## src/rtl/smash_phys_pkg.sv

```systemverilog
// Shared types and constants for the player physics front end.
// State encoding, damage ceiling and kb/mv vector field layout.
package smash_phys_pkg;

  typedef enum logic [1:0] {
    IDLE    = 2'd0,
    APPLY   = 2'd1,
    HITSTUN = 2'd2,
    INVULN  = 2'd3
  } hit_state_t;

  localparam int DMG_MAX_DEF = 999;

  localparam int X_MSB  = 31;
  localparam int Y_MSB  = 15;
  localparam int AXIS_W = X_MSB - Y_MSB;
  localparam int VEC_W  = 2 * AXIS_W;

  function automatic int ptr_w(input int n);
    return (n > 1) ? $clog2(n) : 1;
  endfunction

  function automatic int max3(input int a, input int b, input int c);
    int m;
    m = (a > b) ? a : b;
    return (m > c) ? m : c;
  endfunction

endpackage

```

## src/rtl/hit_rr_arbiter.sv

```systemverilog
// Combinational round-robin arbiter: first requester at or after ptr.
// Also used by the attack coprocessor.
module hit_rr_arbiter
  import smash_phys_pkg::*;
#(
  parameter int N_REQ = 2
) (
  input  logic [N_REQ-1:0]        req,
  input  logic [ptr_w(N_REQ)-1:0] ptr,
  output logic [N_REQ-1:0]        grant,
  output logic                    valid
);

  always_comb begin
    int t;
    t     = 0;
    grant = '0;
    valid = 1'b0;
    for (int i = 0; i < N_REQ; i++) begin
      t = int'(ptr) + i;
      if (t >= N_REQ) t = t - N_REQ;
      for (int j = 0; j < N_REQ; j++) begin
        if (!valid && req[j] && (j == t)) begin
          grant[j] = 1'b1;
          valid    = 1'b1;
        end
      end
    end
  end

endmodule

```

## src/rtl/hit_sequencer.sv

```systemverilog
// Per-player hit sequencer: APPLY -> HITSTUN (-> INVULN) plus damage.
// Optional invulnerability window: define HIT_INVULN_EN.
module hit_sequencer
  import smash_phys_pkg::*;
#(
  parameter int N_REQ          = 2,
  parameter int APPLY_CYCLES   = 64,
  parameter int HITSTUN_CYCLES = 2048,
  parameter int INVULN_CYCLES  = 4096,
  parameter int DMG_MAX        = DMG_MAX_DEF
) (
  input  logic                   clock,
  input  logic                   reset_n,
  input  logic [N_REQ-1:0]       req,
  input  logic [32*N_REQ-1:0]    req_kb,
  input  logic [32*N_REQ-1:0]    req_mv,
  input  logic [8*N_REQ-1:0]     req_dmg,
  output logic [N_REQ-1:0]       ack,
  output logic                   hit_landed,
  input  logic                   pause_in,
  input  logic                   damage_clr,
  output logic                   attack_out,
  output logic [31:0]            knockback_out,
  output logic [31:0]            movement_out,
  output logic                   freeze_out,
  output logic [15:0]            damage_out
);

  localparam int PW = ptr_w(N_REQ);
  localparam int CW =
    $clog2(max3(APPLY_CYCLES, HITSTUN_CYCLES, INVULN_CYCLES)) + 1;
  localparam logic [CW-1:0] A_LAST = CW'(APPLY_CYCLES - 1);
  localparam logic [CW-1:0] H_LAST = CW'(HITSTUN_CYCLES - 1);
`ifdef HIT_INVULN_EN
  localparam logic [CW-1:0] I_LAST = CW'(INVULN_CYCLES - 1);
`endif
  localparam logic [16:0] DMAX17 = 17'(DMG_MAX);

  hit_state_t        state, state_d;
  logic [CW-1:0]     cnt, cnt_d;
  logic [PW-1:0]     ptr, ptr_d, nptr;
  logic [N_REQ-1:0]  grant, ack_d;
  logic              valid, landed_d;
  logic              attack_d, freeze_d;
  logic [31:0]       kb_sel, mv_sel, kb_d, mv_d;
  logic [7:0]        dmg_sel;
  logic [16:0]       sum;
  logic [15:0]       dmg_sat, dmg_d;

  // A source still sees its ack this cycle; keep it out of arbitration.
  hit_rr_arbiter #(.N_REQ(N_REQ)) u_arb (
    .req   (req & ~ack),
    .ptr   (ptr),
    .grant (grant),
    .valid (valid)
  );

  always_comb begin
    kb_sel  = '0;
    mv_sel  = '0;
    dmg_sel = '0;
    nptr    = '0;
    for (int i = 0; i < N_REQ; i++) begin
      if (grant[i]) begin
        kb_sel  = req_kb[i*VEC_W +: VEC_W];
        mv_sel  = req_mv[i*VEC_W +: VEC_W];
        dmg_sel = req_dmg[i*8 +: 8];
        nptr    = (i == N_REQ - 1) ? '0 : PW'(i + 1);
      end
    end
    sum     = {1'b0, damage_out} + {9'b0, dmg_sel};
    dmg_sat = (sum > DMAX17) ? DMAX17[15:0] : sum[15:0];
  end

  always_comb begin
    state_d  = state;
    cnt_d    = cnt;
    ptr_d    = ptr;
    ack_d    = '0;
    landed_d = 1'b0;
    kb_d     = knockback_out;
    mv_d     = movement_out;
    dmg_d    = damage_out;
    if (!pause_in) begin
      unique case (state)
        IDLE: begin
          if (valid) begin
            state_d  = APPLY;
            cnt_d    = '0;
            ptr_d    = nptr;
            ack_d    = grant;
            landed_d = 1'b1;
            kb_d     = kb_sel;
            mv_d     = mv_sel;
            dmg_d    = dmg_sat;
          end
        end
        APPLY: begin
          if (cnt == A_LAST) begin
            state_d = HITSTUN;
            cnt_d   = '0;
          end else begin
            cnt_d = cnt + CW'(1);
          end
        end
        HITSTUN: begin
          if (cnt == H_LAST) begin
            cnt_d = '0;
`ifdef HIT_INVULN_EN
            state_d = INVULN;
`else
            state_d = IDLE;
`endif
          end else begin
            cnt_d = cnt + CW'(1);
          end
        end
        INVULN: begin
`ifdef HIT_INVULN_EN
          if (valid) ack_d = grant;
          if (cnt == I_LAST) begin
            state_d = IDLE;
            cnt_d   = '0;
          end else begin
            cnt_d = cnt + CW'(1);
          end
`else
          state_d = IDLE;
          cnt_d   = '0;
`endif
        end
      endcase
    end
    if (damage_clr) dmg_d = '0;
    attack_d = (state_d == APPLY);
    freeze_d = pause_in | (state_d == HITSTUN);
  end

  always_ff @(posedge clock) begin
    if (!reset_n) begin
      state         <= IDLE;
      cnt           <= '0;
      ptr           <= '0;
      ack           <= '0;
      hit_landed    <= 1'b0;
      attack_out    <= 1'b0;
      freeze_out    <= 1'b0;
      knockback_out <= '0;
      movement_out  <= '0;
      damage_out    <= '0;
    end else begin
      state         <= state_d;
      cnt           <= cnt_d;
      ptr           <= ptr_d;
      ack           <= ack_d;
      hit_landed    <= landed_d;
      attack_out    <= attack_d;
      freeze_out    <= freeze_d;
      knockback_out <= kb_d;
      movement_out  <= mv_d;
      damage_out    <= dmg_d;
    end
  end

endmodule

```

## config.mk

```make
export PLATFORM = sky130hd
export DESIGN_NAME = hit_sequencer
export DESIGN_NICKNAME = d
export VERILOG_FILES = /design/src/rtl/smash_phys_pkg.sv /design/src/rtl/hit_rr_arbiter.sv /design/src/rtl/hit_sequencer.sv
export SDC_FILE = /design/constraint.sdc
export NUM_CORES = 1
export LEC_CHECK = 0
export BUFFER_PORTS_ARGS = -buffer_cell sky130_fd_sc_hd__buf_2
export CAP_MARGIN = 20
export CORE_AREA = 2 2 124 126
export DETAILED_ROUTE_END_ITERATION = 12
export DIE_AREA = 0 0 126 128
export SYNTH_ARGS = -nofsm -noshare
export SYNTH_HDL_FRONTEND = slang
export SYNTH_SLANG_ARGS = --single-unit
```

## constraint.sdc

```tcl
create_clock -name clock -period 6.8 [get_ports clock]
set_clock_uncertainty 0.05 [all_clocks]
set_input_delay 1.7 -clock clock [delete_from_list [all_inputs] [get_ports clock]]
set_output_delay 1.7 -clock clock [all_outputs]
set_load 0.01 [all_outputs]
```

Word-level counts from Yosys, hierarchy flattened
Index checks and enable logic that the tools add are counted.
- register bits after elaboration: 101
- equality and inequality tests: 10
- add/subtract/negate cells: 5
- magnitude comparators: 3
- reductions and logical operators: 18
- multiplexer cells: 28
- bitwise operators: 7
- operators with widths (cell ; count):
    32-bit 2-to-1 mux ; 6
    2-bit by 32-bit equality test with 1-bit output, first input constant ; 2
    32-bit logical NOT ; 2
    13-bit case mux with 4 select lines ; 1
    13-bit 2-to-1 mux ; 3
    32-bit by 3-bit >= comparator with 1-bit output, second input constant ; 1
    32-bit by 3-bit subtractor with 32-bit output, second input constant ; 1
    16-bit by 8-bit adder with 17-bit output ; 1
    17-bit by 10-bit > comparator with 1-bit output, second input constant ; 1
    16-bit 2-to-1 mux ; 1
    8-bit 2-to-1 mux ; 2
    13-bit by 1-bit adder with 13-bit output, second input constant ; 1
    13-bit by 11-bit equality test with 1-bit output, second input constant ; 1
    13-bit by 6-bit equality test with 1-bit output, second input constant ; 1
    1-bit 2-to-1 mux ; 10
    2-bit 2-to-1 mux ; 4
    2-bit case mux with 4 select lines ; 1
    1-bit logical AND ; 7
    2-bit equality test, second input constant ; 3
    2-bit by 1-bit equality test with 1-bit output, second input constant ; 2
    1-bit NOT ; 4
    4-bit OR reduction ; 1
    1-bit logical NOT ; 3
    3-bit AND reduction ; 1
    11 further kinds ; 11

Longest topological paths before layout
Gate-level depths: netlist of the first run.
- depth in word-level cells: 22
- mapped depth: 15
- mapped depth without buffers: 14

Hierarchy
From an unflattened synthesis of the first run, not the netlist that was laid out.
- cell total of the unflattened synthesis: 568
- area total of the unflattened synthesis: 5047.3 um^2
- by module, submodules not included (module ; cells an instance ; instances ; seq. area each (um^2) ; area an instance (um^2)):
    hit_sequencer ; 564 ; 1 ; 2021.9 ; 5022.3
    hit_rr_arbiter ; 4 ; 1 ; 0.0 ; 25.0

Least setup slack after synthesis of the first run
Ideal clock, no wire load.
- path kind: input port to flip-flop
- start point: input req[0]
- end point: register damage_out[9]
- arrival: 4.861 ns
- cell stages on the path: 15
- setup time: 0.129 ns
- path slack: 1.760 ns
- required time: 6.621 ns
- path buffers: 2
- path through: nand2b_1 a31oi_1 clkbuf_1 clkbuf_1 a22o_1 ha_1 inv_1 fa_1 nand2b_1 a21oi_1 o211ai_1 a221oi_2 nand4_2 a2111oi_0 o21ai_1
- longest elaborated chain between the ends: 19
- elaborated cells between the ends (all ways): 24
- those cells by class: 1 x add/sub; 1 x order compare; 10 x mux; 1 x bitwise; 11 x reduce/logical
- ends and longest elaborated chain (what ; RTL line ; RTL):
    start, declared ; hit_sequencer.sv:14 ; input logic [N_REQ-1:0] req,
    2-bit AND (*) ; hit_sequencer.sv:52 ; .req (req & ~ack),
    1-bit logical AND ; hit_rr_arbiter.sv:23 ; if (!valid && req[j] && (j == t)) begin
    1-bit 2-to-1 mux ; hit_rr_arbiter.sv:23 ;
    1-bit logical NOT ; hit_rr_arbiter.sv:23 ;
    1-bit logical AND (2 in series) ; hit_rr_arbiter.sv:23 ;
    1-bit 2-to-1 mux ; hit_rr_arbiter.sv:23 ;
    1-bit logical NOT ; hit_rr_arbiter.sv:23 ;
    1-bit logical AND (2 in series) ; hit_rr_arbiter.sv:23 ;
    1-bit 2-to-1 mux ; hit_rr_arbiter.sv:23 ;
    1-bit logical NOT ; hit_rr_arbiter.sv:23 ;
    1-bit logical AND (2 in series) ; hit_rr_arbiter.sv:23 ;
    1-bit 2-to-1 mux ; hit_rr_arbiter.sv:23 ;
    8-bit 2-to-1 mux ; hit_sequencer.sv:64 ; if (grant[i]) begin
    16-bit by 8-bit adder with 17-bit output ; hit_sequencer.sv:71 ; sum = {1'b0, damage_out} + {9'b0, dmg_sel};
    17-bit by 10-bit > comparator with 1-bit output ; hit_sequencer.sv:72 ; dmg_sat = (sum > DMAX17) ? DMAX17[15:0] : sum[15:0];
    16-bit 2-to-1 mux ; hit_sequencer.sv:72 ;
    end signal, assigned ; hit_sequencer.sv:161 ; damage_out <= dmg_d;
    end, declared ; hit_sequencer.sv:26 ; output logic [15:0] damage_out
Mark *: on every way between the ends. The rest lies on a longest branch, timed or not.
A chain may end at the register's enable or synchronous reset.

Worst setup path after layout of the first run
Ends and elaborated chain as after synthesis.

==> flow_metrics.tcl, run 1 <==
set metrics [dict create \
    outcome "finished, final reports clean" \
    firstDrtPassIters 4 \
    drt-initial-drc-count 251 \
    ys_warn_count 0 \
    cts.sinks 101 \
    synth_cell_types 56 \
    ir_drop_v 0.000107 \
    path_max_fanout 31 \
    syn-mean-instance-area_um2 8.74 \
    synthCells 583 \
    fmax_mhz 188 \
    p_leak_nw 2.90 \
    htree_levels 3 \
    diodes 0 \
    r2r_setup_slack_ns 2.52 \
    hold_slack_ns 0.444 \
    final_antenna_net_count 0 \
    ctsResizeCount 0 \
    max_cap_violations 0 \
    crit_buf_inv 2 \
    drc 0 \
    synth_edf_count 0 \
    syn_to_final_growth_pct 31.6 \
    io_buffer_count 234 \
    path_cells "buf_2 > nand2b_1 > nor2_1 > nor2_4 > a22o_1 > ha_1 > inv_1 > fa_1 > nand2b_1 > a21oi_1 > o211ai_1 > a221oi_2 > nand4_2 > a2111oi_0 > o21ai_1" \
    endpoint_kind "flip-flop" \
    fp.coreArea_um2 14900 \
    cts_made_buffers 9 \
    ctsLongestPathBuffers 2 \
    synth-main-ff-cell "dfxtp_1" \
    reg2reg_from "ack[0]" \
    crit_path_start_kind "input port" \
    num_vias 5261 \
    timing_hold_violations_final 0 \
    crit_start "req[0]" \
    pwr_density_cell_nw_per_um2 226 \
    max-slew-margin-rel_pct 42.3 \
    cp_num_cells 15 \
    grt_use_total_pct 19.3 \
    dieArea_um2 16100 \
    synth.cell_area_um2 5100 \
    synth-seq-cells 101 \
    cts_hold_buf 0 \
    finalCritPeriodShare_pct 78.4 \
    final_layout_size_suffix_gt1_share_pct 34.1 \
    critical_path.endpoint "damage_out[9]" \
    syn_nets 747 \
    cts_root_buf "clkbuf_16" \
    cp.required_ns 6.98 \
    critPathTopFamily "compound AO/OA/AOI/OAI gates" \
    crit_arrival_ns 5.51 \
    dieHeight_um 128 \
    async_reset_ff_share_pct 0 \
    layoutNonFillerInstCount 983 \
    insertion_delay_ns 0.35 \
    cpMaxStageDelayCell "nor2_4" \
    wl_mm 15.9 \
    grt_overflow 0 \
    rr_worst_depth 13 \
    grt_pass1_wl_mm 25.2 \
    yosysTopAreaCellShare_pct 39.7 \
    timing.rr.end "damage_out[9]" \
    fin_tns_setup_ns 0 \
    synthTopCellsByArea "dfxtp_1, a221oi_1, nor3b_1, nor2_1, ha_1" \
    clk_pin_slew_ns 0.07 \
    synth_seq_area_share_pct 39.7 \
    post_drt_wl_per_cell_um 16.2 \
    grt_start_max_net_pins 77 \
    rsz0062_at_grt "no" \
    fin_ws_ns 1.47 \
    antenna_found_initial 1 \
    nNetsFinal 954 \
    io_pins 235 \
    path_common_cell "nand2b_1" \
    setup_viol 0 \
    wl_met1_mm 6.51 \
    hpwlAfterDp_mm 11.8 \
    met3_length_mm 1.32 \
    yosysTopAreaCell "dfxtp_1" \
    fp-row-count 45 \
    met2_length_mm 7.83 \
    top_layer "met4" \
    slew_violations 0 \
    routabilityCongestion 0.873 \
    tritoncts "built" \
    total_power_mw 1.52 \
    dp_cells 967 \
    pre_cts_ws_ns 1.15 \
    grt_pass1_vias 5105 \
    vias_per_cell 5.35 \
    die_w_um 126 \
    worstMarginPinSlew_ns 0.866 \
    critPathMaxStageDelay_ns 0.60 \
    start_util_pct 34.3 \
    hp-class "flip-flop to flip-flop" \
    min_period_ns 5.33 \
    post-cts-setup-buffer-count 0 \
    worst-setup-path-type "input port to flip-flop" \
]
## worst register-to-register path, delay by kind of cell (launching register included)
family                   cells  cell delay, ns
AO/OA/AOI/OAI                7            2.49
adder cells (fa/ha/maj)      2            0.57
buffers and inverters        1            0.06
flip-flops                   1            0.31
AND/OR/NAND/NOR              3            0.68
## metrics by stage
step | area (um2) | utilization (%)
after floorplan | 5100 | -
after global placement | 6410 | 43.1
after detailed placement | 6410 | 43.1
after CTS | 6710 | 45.1
after global routing | 6710 | 45.1
final | 6710 | 45.1
## cell families after synthesis
| family | synth area share [%] |
|---|---|
| AND/OR/NAND/NOR | 25.4 |
| AO/OA/AOI/OAI | 23.7 |
| flip-flops | 39.7 |
| buffers and inverters | 4.52 |
| XOR/XNOR | 2.92 |
| adder cells (fa/ha/maj) | 3.58 |
| multiplexers | 0.221 |
## metal layers
layer | GRT usage, % | vias to the layer above
met4 | 7.11 | 0
met2 | 33.7 | 190
met3 | 5.80 | 16
met5 | 0 | -
met1 | 22.5 | 2477
li1 | - | 2578
## flip-flops by register name, summed over array words and instances (netlist names)
signal,flops
knockback_out,32
movement_out,32
damage_out,16
cnt,13
ack,2
state,2
attack_out,1
freeze_out,1
hit_landed,1
ptr,1
## report_power, final
group / total [mW] / switching (mW) / internal (mW)
Sequential: 0.662 / 0.0255 / 0.637
Clock: 0.518 / 0.232 / 0.286
Combinational: 0.338 / 0.194 / 0.144
## placed cells by master, fill, tap and decap left out, types with 6 or more instances in the layout
cell type	instances
nor2_1	92
a21oi_1	17
nand4_1	7
nor3b_1	64
o31ai_1	6
ha_1	13
o21ai_0	14
buf_2	234
xor2_1	8
and2_1	11
nand3_1	7
o21ai_1	6
clkbuf_16	9
xnor2_1	9
inv_1	18
nand2_1	24
dfxtp_1	101
a221oi_1	64
nand2b_1	6
a22o_1	8
## worst min path at each step
| stage | start | endpoint | slack [ns] | cells past startpoint |
|---|---|---|---|---|
| floorplan | cnt[1] | cnt[1] | 0.40 | 2 |
| global placement | cnt[1] | cnt[1] | 0.42 | 2 |
| detailed placement | knockback_out[2] | knockback_out[2] | 0.44 | 2 |
| CTS | knockback_out[2] | knockback_out[2] | 0.44 | 2 |
| global route | knockback_out[31] | knockback_out[31] | 0.46 | 2 |
| finish | knockback_out[2] | knockback_out[2] | 0.44 | 2 |
## synthesized netlist by cell type, types with 9 or more instances
cell,instances
inv_1,18
xnor2_1,9
nor3b_1,64
ha_1,13
clkbuf_1,36
o21ai_0,14
nor2_1,93
dfxtp_1,101
a21oi_1,18
and2_1,11
a221oi_1,64
nand2_1,25
## final cells by class
class / instances / area, um2
Multi-Input combinational cell: 421 / 2880
Tap cell: 188 / 235
Clock inverter: 5 / 58.8
Inverter: 18 / 67.6
Sequential cell: 101 / 2020
Fill cell: 1494 / 8160
Clock buffer: 11 / 233
Timing Repair Buffer: 239 / 1210
No activity file was read; power rests on OpenSTA's default activity.
==> run 2: changes to the inputs <==
clock period = 5.5 ns   (was 6.8 ns; I/O delays follow)
==> run 2 against run 1 <==
Via count is 0.13% lower. First-iteration DRC count shrank 11%. Die area unchanged. Clock-buffer cell count up 1. Non-clock buffer count rose by 2. Worst hold slack got worse by 0.0032 ns. Final cell count up 0.31%. Combinational power up 24%. Highest routed layer is now met5.
==> flow_metrics.tcl, run 2 (synthesis results as in run 1) <==
set metrics [dict create \
    placed_area_um2 6430 \
    grt_use_total_pct 19.6 \
    p_leak_nw 2.94 \
    cts_hold_buf 0 \
    rsz0062_at_grt "no" \
    fin_ws_ns 1.01 \
    fillers 1483 \
    crit_path_start_kind "input port" \
    pre_cts_ws_ns 0.714 \
    post-cts-setup-buffer-count 0 \
    insertion_delay_ns 0.35 \
    ir_drop_v 0.000226 \
    cp.required_ns 5.68 \
    cts.sinks 101 \
    firstDrtPassIters 4 \
    min_period_ns 4.49 \
    grt_pass1_vias 5120 \
    worst-setup-path-type "input port to flip-flop" \
    endpoint_kind "flip-flop" \
    use_met2_pct 34.5 \
    fin_tns_setup_ns 0 \
    mostFrequentLayoutCell "buf_2" \
    hpwlAfterDp_mm 11.9 \
    drc 0 \
    grt_overflow 0 \
    pwr_density_cell_nw_per_um2 289 \
    syn_to_final_growth_pct 32.8 \
    routabilityCongestion 0.945 \
    antenna_found_initial 2 \
    dieArea_um2 16100 \
    cts_made_buffers 9 \
    grt_start_max_net_pins 77 \
    dieHeight_um 128 \
    post_drt_wl_per_cell_um 16.4 \
    final_layout_size_suffix_gt1_share_pct 34.4 \
    grt_pass1_wl_mm 25.3 \
    nNetsFinal 956 \
    io_pins 235 \
    finalInstanceArea_um2 6770 \
    vias_per_cell 5.33 \
    outcome "finished, final reports clean" \
    finalCritPeriodShare_pct 81.7 \
    timing_hold_violations_final 0 \
    io_buffer_count 234 \
    ctsLongestPathBuffers 2 \
    worstMarginPinSlew_ns 0.994 \
    die_w_um 126 \
    wl_mm 16.1 \
    drt-initial-drc-count 224 \
    total_power_mw 1.95 \
    num_vias 5254 \
    reg_top3 "knockback_out (32), movement_out (32), damage_out (16)" \
    gr-usage-met1_pct 22.7 \
    ctsResizeCount 0 \
    setup_viol 0 \
    final_antenna_net_count 0 \
    path_max_fanout 5 \
    grtUsageMet3_pct 7.18 \
    fmax_mhz 223 \
    grt-busiest-layer "met2" \
    cts_root_buf "clkbuf_16" \
    hold_slack_ns 0.441 \
    max-slew-margin-rel_pct 33.5 \
    start_util_pct 34.3 \
    htree_levels 3 \
    fp.coreArea_um2 14900 \
    fp-row-count 45 \
    max_cap_violations 0 \
    final_util_pct 45.5 \
    layoutNonFillerInstCount 986 \
    slew_violations 0 \
    layout_common_cells "buf_2, dfxtp_1, nor2_1" \
    dp_cells 969 \
    hp-class "flip-flop to flip-flop" \
    tritoncts "built" \
    clk_pin_slew_ns 0.07 \
    crit_arrival_ns 4.67 \
]
run 2: path summary, 6_finish.rpt:
check	from	to	slack, ns	cells after the start
worst min-delay path	cnt[1]	cnt[1]	0.44	2
worst max-delay path	req[0]	damage_out[9]	1.01	15
worst min register to register	cnt[1]	cnt[1]	0.44	2
worst max register to register	ack[0]	damage_out[9]	1.75	13
run 2: critical path, stage by stage:
cell	delay (ns)
buf_2	0.10
nand2b_1	0.23
nor2_1	0.11
nor2_4	0.14
a22o_1	0.16
ha_1	0.19
inv_1	0.06
fa_1	0.40
nand2b_1	0.23
a21oi_1	0.37
o211ai_1	0.18
a221oi_2	0.36
nand4_2	0.21
a2111oi_0	0.44
o21ai_1	0.12
run 2: area by class of cell:
class / instances / area, um2 / area share, %
flip-flops and latches: 101 / 2020 / 29.9
repair buffers: 241 / 1220 / 18.1
clock buffers: 12 / 256 / 3.79
clock inverters: 4 / 77.6 / 1.15
diodes: 1 / 2.50 / 0.0370
multi-input cells: 421 / 2880 / 42.6
inverters: 18 / 67.6 / 0.999
well taps: 188 / 235 / 3.48
run 2: where the power goes:
group | switching (mW) | internal (mW)
clock network | 0.285 | 0.427
registers | 0.0322 | 0.787
logic | 0.241 | 0.179
total | 0.558 | 1.39
run 2: metal layers:
layer / vias to the layer above / wire (um)
met2: 168 / 8000
li1: 2577 / -
met5: - / 13
met1: 2493 / 6720
met4: 2 / 165
met3: 14 / 1230
==> run 3: changes to the inputs <==
clock period = 4.05 ns   (was 5.5 ns; I/O delays follow)
==> run 3 against run 2 <==
Utilization is 1.5 points higher. Final cell count up 2.6%. Die area is the same. Worst hold slack better by 0.0037 ns. Register-to-register slack got worse by 1.1 ns. Wire length increased by 5.0%. Clock power grew 21%. Critical path depth up 1. Highest routed layer is now met4.
==> flow_metrics.tcl, run 3 (synthesis results as in run 1) <==
set metrics [dict create \
    outcome "finished, final reports clean" \
    nNetsFinal 983 \
    antenna_found_initial 2 \
    max-slew-margin-rel_pct 43.7 \
    p_leak_nw 3.07 \
    cts_root_buf "clkbuf_16" \
    drc 0 \
    cts_made_buffers 9 \
    dieArea_um2 16100 \
    cp.required_ns 4.24 \
    clk_pin_slew_ns 0.07 \
    io_pins 235 \
    max_cap_violations 0 \
    dieHeight_um 128 \
    total_power_mw 2.59 \
    finalInstanceArea_um2 6990 \
    vias_per_cell 5.28 \
    setup_viol 0 \
    post-cts-setup-buffer-count 0 \
    drt-initial-drc-count 337 \
    endpoint_kind "flip-flop" \
    grt_pass1_vias 5224 \
    pwr_density_cell_nw_per_um2 370 \
    crit_path_start_kind "input port" \
    fmax_mhz 268 \
    post_drt_wl_per_cell_um 16.7 \
    gr-usage-met1_pct 25.5 \
    mostFrequentLayoutCell "buf_2" \
    insertion_delay_ns 0.35 \
    layout_common_cells "buf_2, dfxtp_1, nor2_1" \
    fin_ws_ns 0.323 \
    start_util_pct 34.3 \
    grt_start_max_net_pins 77 \
    die_w_um 126 \
    final_util_pct 47.0 \
    slew_violations 0 \
    hpwlAfterDp_mm 12.6 \
    htree_levels 3 \
    worst-setup-path-type "input port to flip-flop" \
    num_vias 5346 \
    ir_drop_v 0.000189 \
    path_max_fanout 8 \
    final_layout_size_suffix_gt1_share_pct 36.9 \
    timing_hold_violations_final 0 \
    syn_to_final_growth_pct 37.2 \
    io_buffer_count 234 \
    grt_use_total_pct 20.5 \
    tritoncts "built" \
    fin_tns_setup_ns 0 \
    cts_hold_buf 0 \
    use_met2_pct 34.3 \
    final_antenna_net_count 0 \
    placed_area_um2 6710 \
    min_period_ns 3.73 \
    fillers 1480 \
    worstMarginPinSlew_ns 0.845 \
    cts.sinks 101 \
    firstDrtPassIters 5 \
    fp.coreArea_um2 14900 \
    crit_arrival_ns 3.92 \
    wl_mm 16.9 \
    hp-class "flip-flop to flip-flop" \
    pre_cts_ws_ns -0.0343 \
    reg_top3 "knockback_out (32), movement_out (32), damage_out (16)" \
    fp-row-count 45 \
    rsz0062_at_grt "no" \
    finalCritPeriodShare_pct 92.0 \
    grt_pass1_wl_mm 26.6 \
    grtUsageMet3_pct 5.34 \
    ctsResizeCount 0 \
    ctsLongestPathBuffers 2 \
    routabilityCongestion 0.898 \
    grt_overflow 0 \
    grt-busiest-layer "met2" \
]
[run 3: routing by layer]
| metal | vias up | part of all wire (%) |
|---|---|---|
| met2 | 181 | 47 |
| li1 | 2627 | - |
| met4 | 0 | 1.4 |
| met5 | - | 0 |
| met3 | 16 | 7.1 |
| met1 | 2522 | 44 |
[run 3: path summary, 6_finish.rpt]
kind,startpoint,to,slack [ns],depth (start not counted)
worst max-delay path,req[0],damage_out[3],0.32,16
worst min-delay path,knockback_out[20],knockback_out[20],0.44,2
worst max register to register,ack[1],damage_out[3],0.67,14
worst min register to register,knockback_out[20],knockback_out[20],0.44,2
[run 3: critical path, cell delays in order]
cell and delay [ns]:
buf_2 0.10, nand2b_4 0.07, nor2_1 0.17, nor2_4 0.07, buf_4 0.16, a22o_1 0.19
ha_1 0.40, buf_4 0.17, o211ai_2 0.12, o21ai_1 0.19, xnor2_1 0.14, a2111oi_4 0.39
and4_4 0.29, nor3_4 0.04, buf_12 0.15, a32o_1 0.25
[run 3: area by class of cell]
cell class	instances	area, um2	area share (%)
Tap cell	188	235	3.36
Timing Repair Buffer	268	1450	20.8
Clock buffer	12	236	3.38
Antenna cell	1	2.50	0.0358
Inverter	18	67.6	0.966
Clock inverter	3	46.3	0.662
Sequential cell	101	2020	28.9
Multi-Input combinational cell	421	2930	41.9
[run 3: stage by stage]
step / cells / hold slack [ns]
floorplan: 583 / 0.403
global placement: 996 / 0.416
detailed placement: 996 / 0.437
CTS: 1011 / 0.447
global route: 1012 / 0.467
finish: 1012 / 0.445
[run 3: power breakdown]
| part | internal [mW] | switching, mW | leakage (nW) |
|---|---|---|---|
| combinational | 0.274 | 0.342 | 2.11 |
| clock | 0.479 | 0.381 | 0.133 |
| sequential | 1.07 | 0.0437 | 0.827 |
| total | 1.82 | 0.767 | 3.07 |
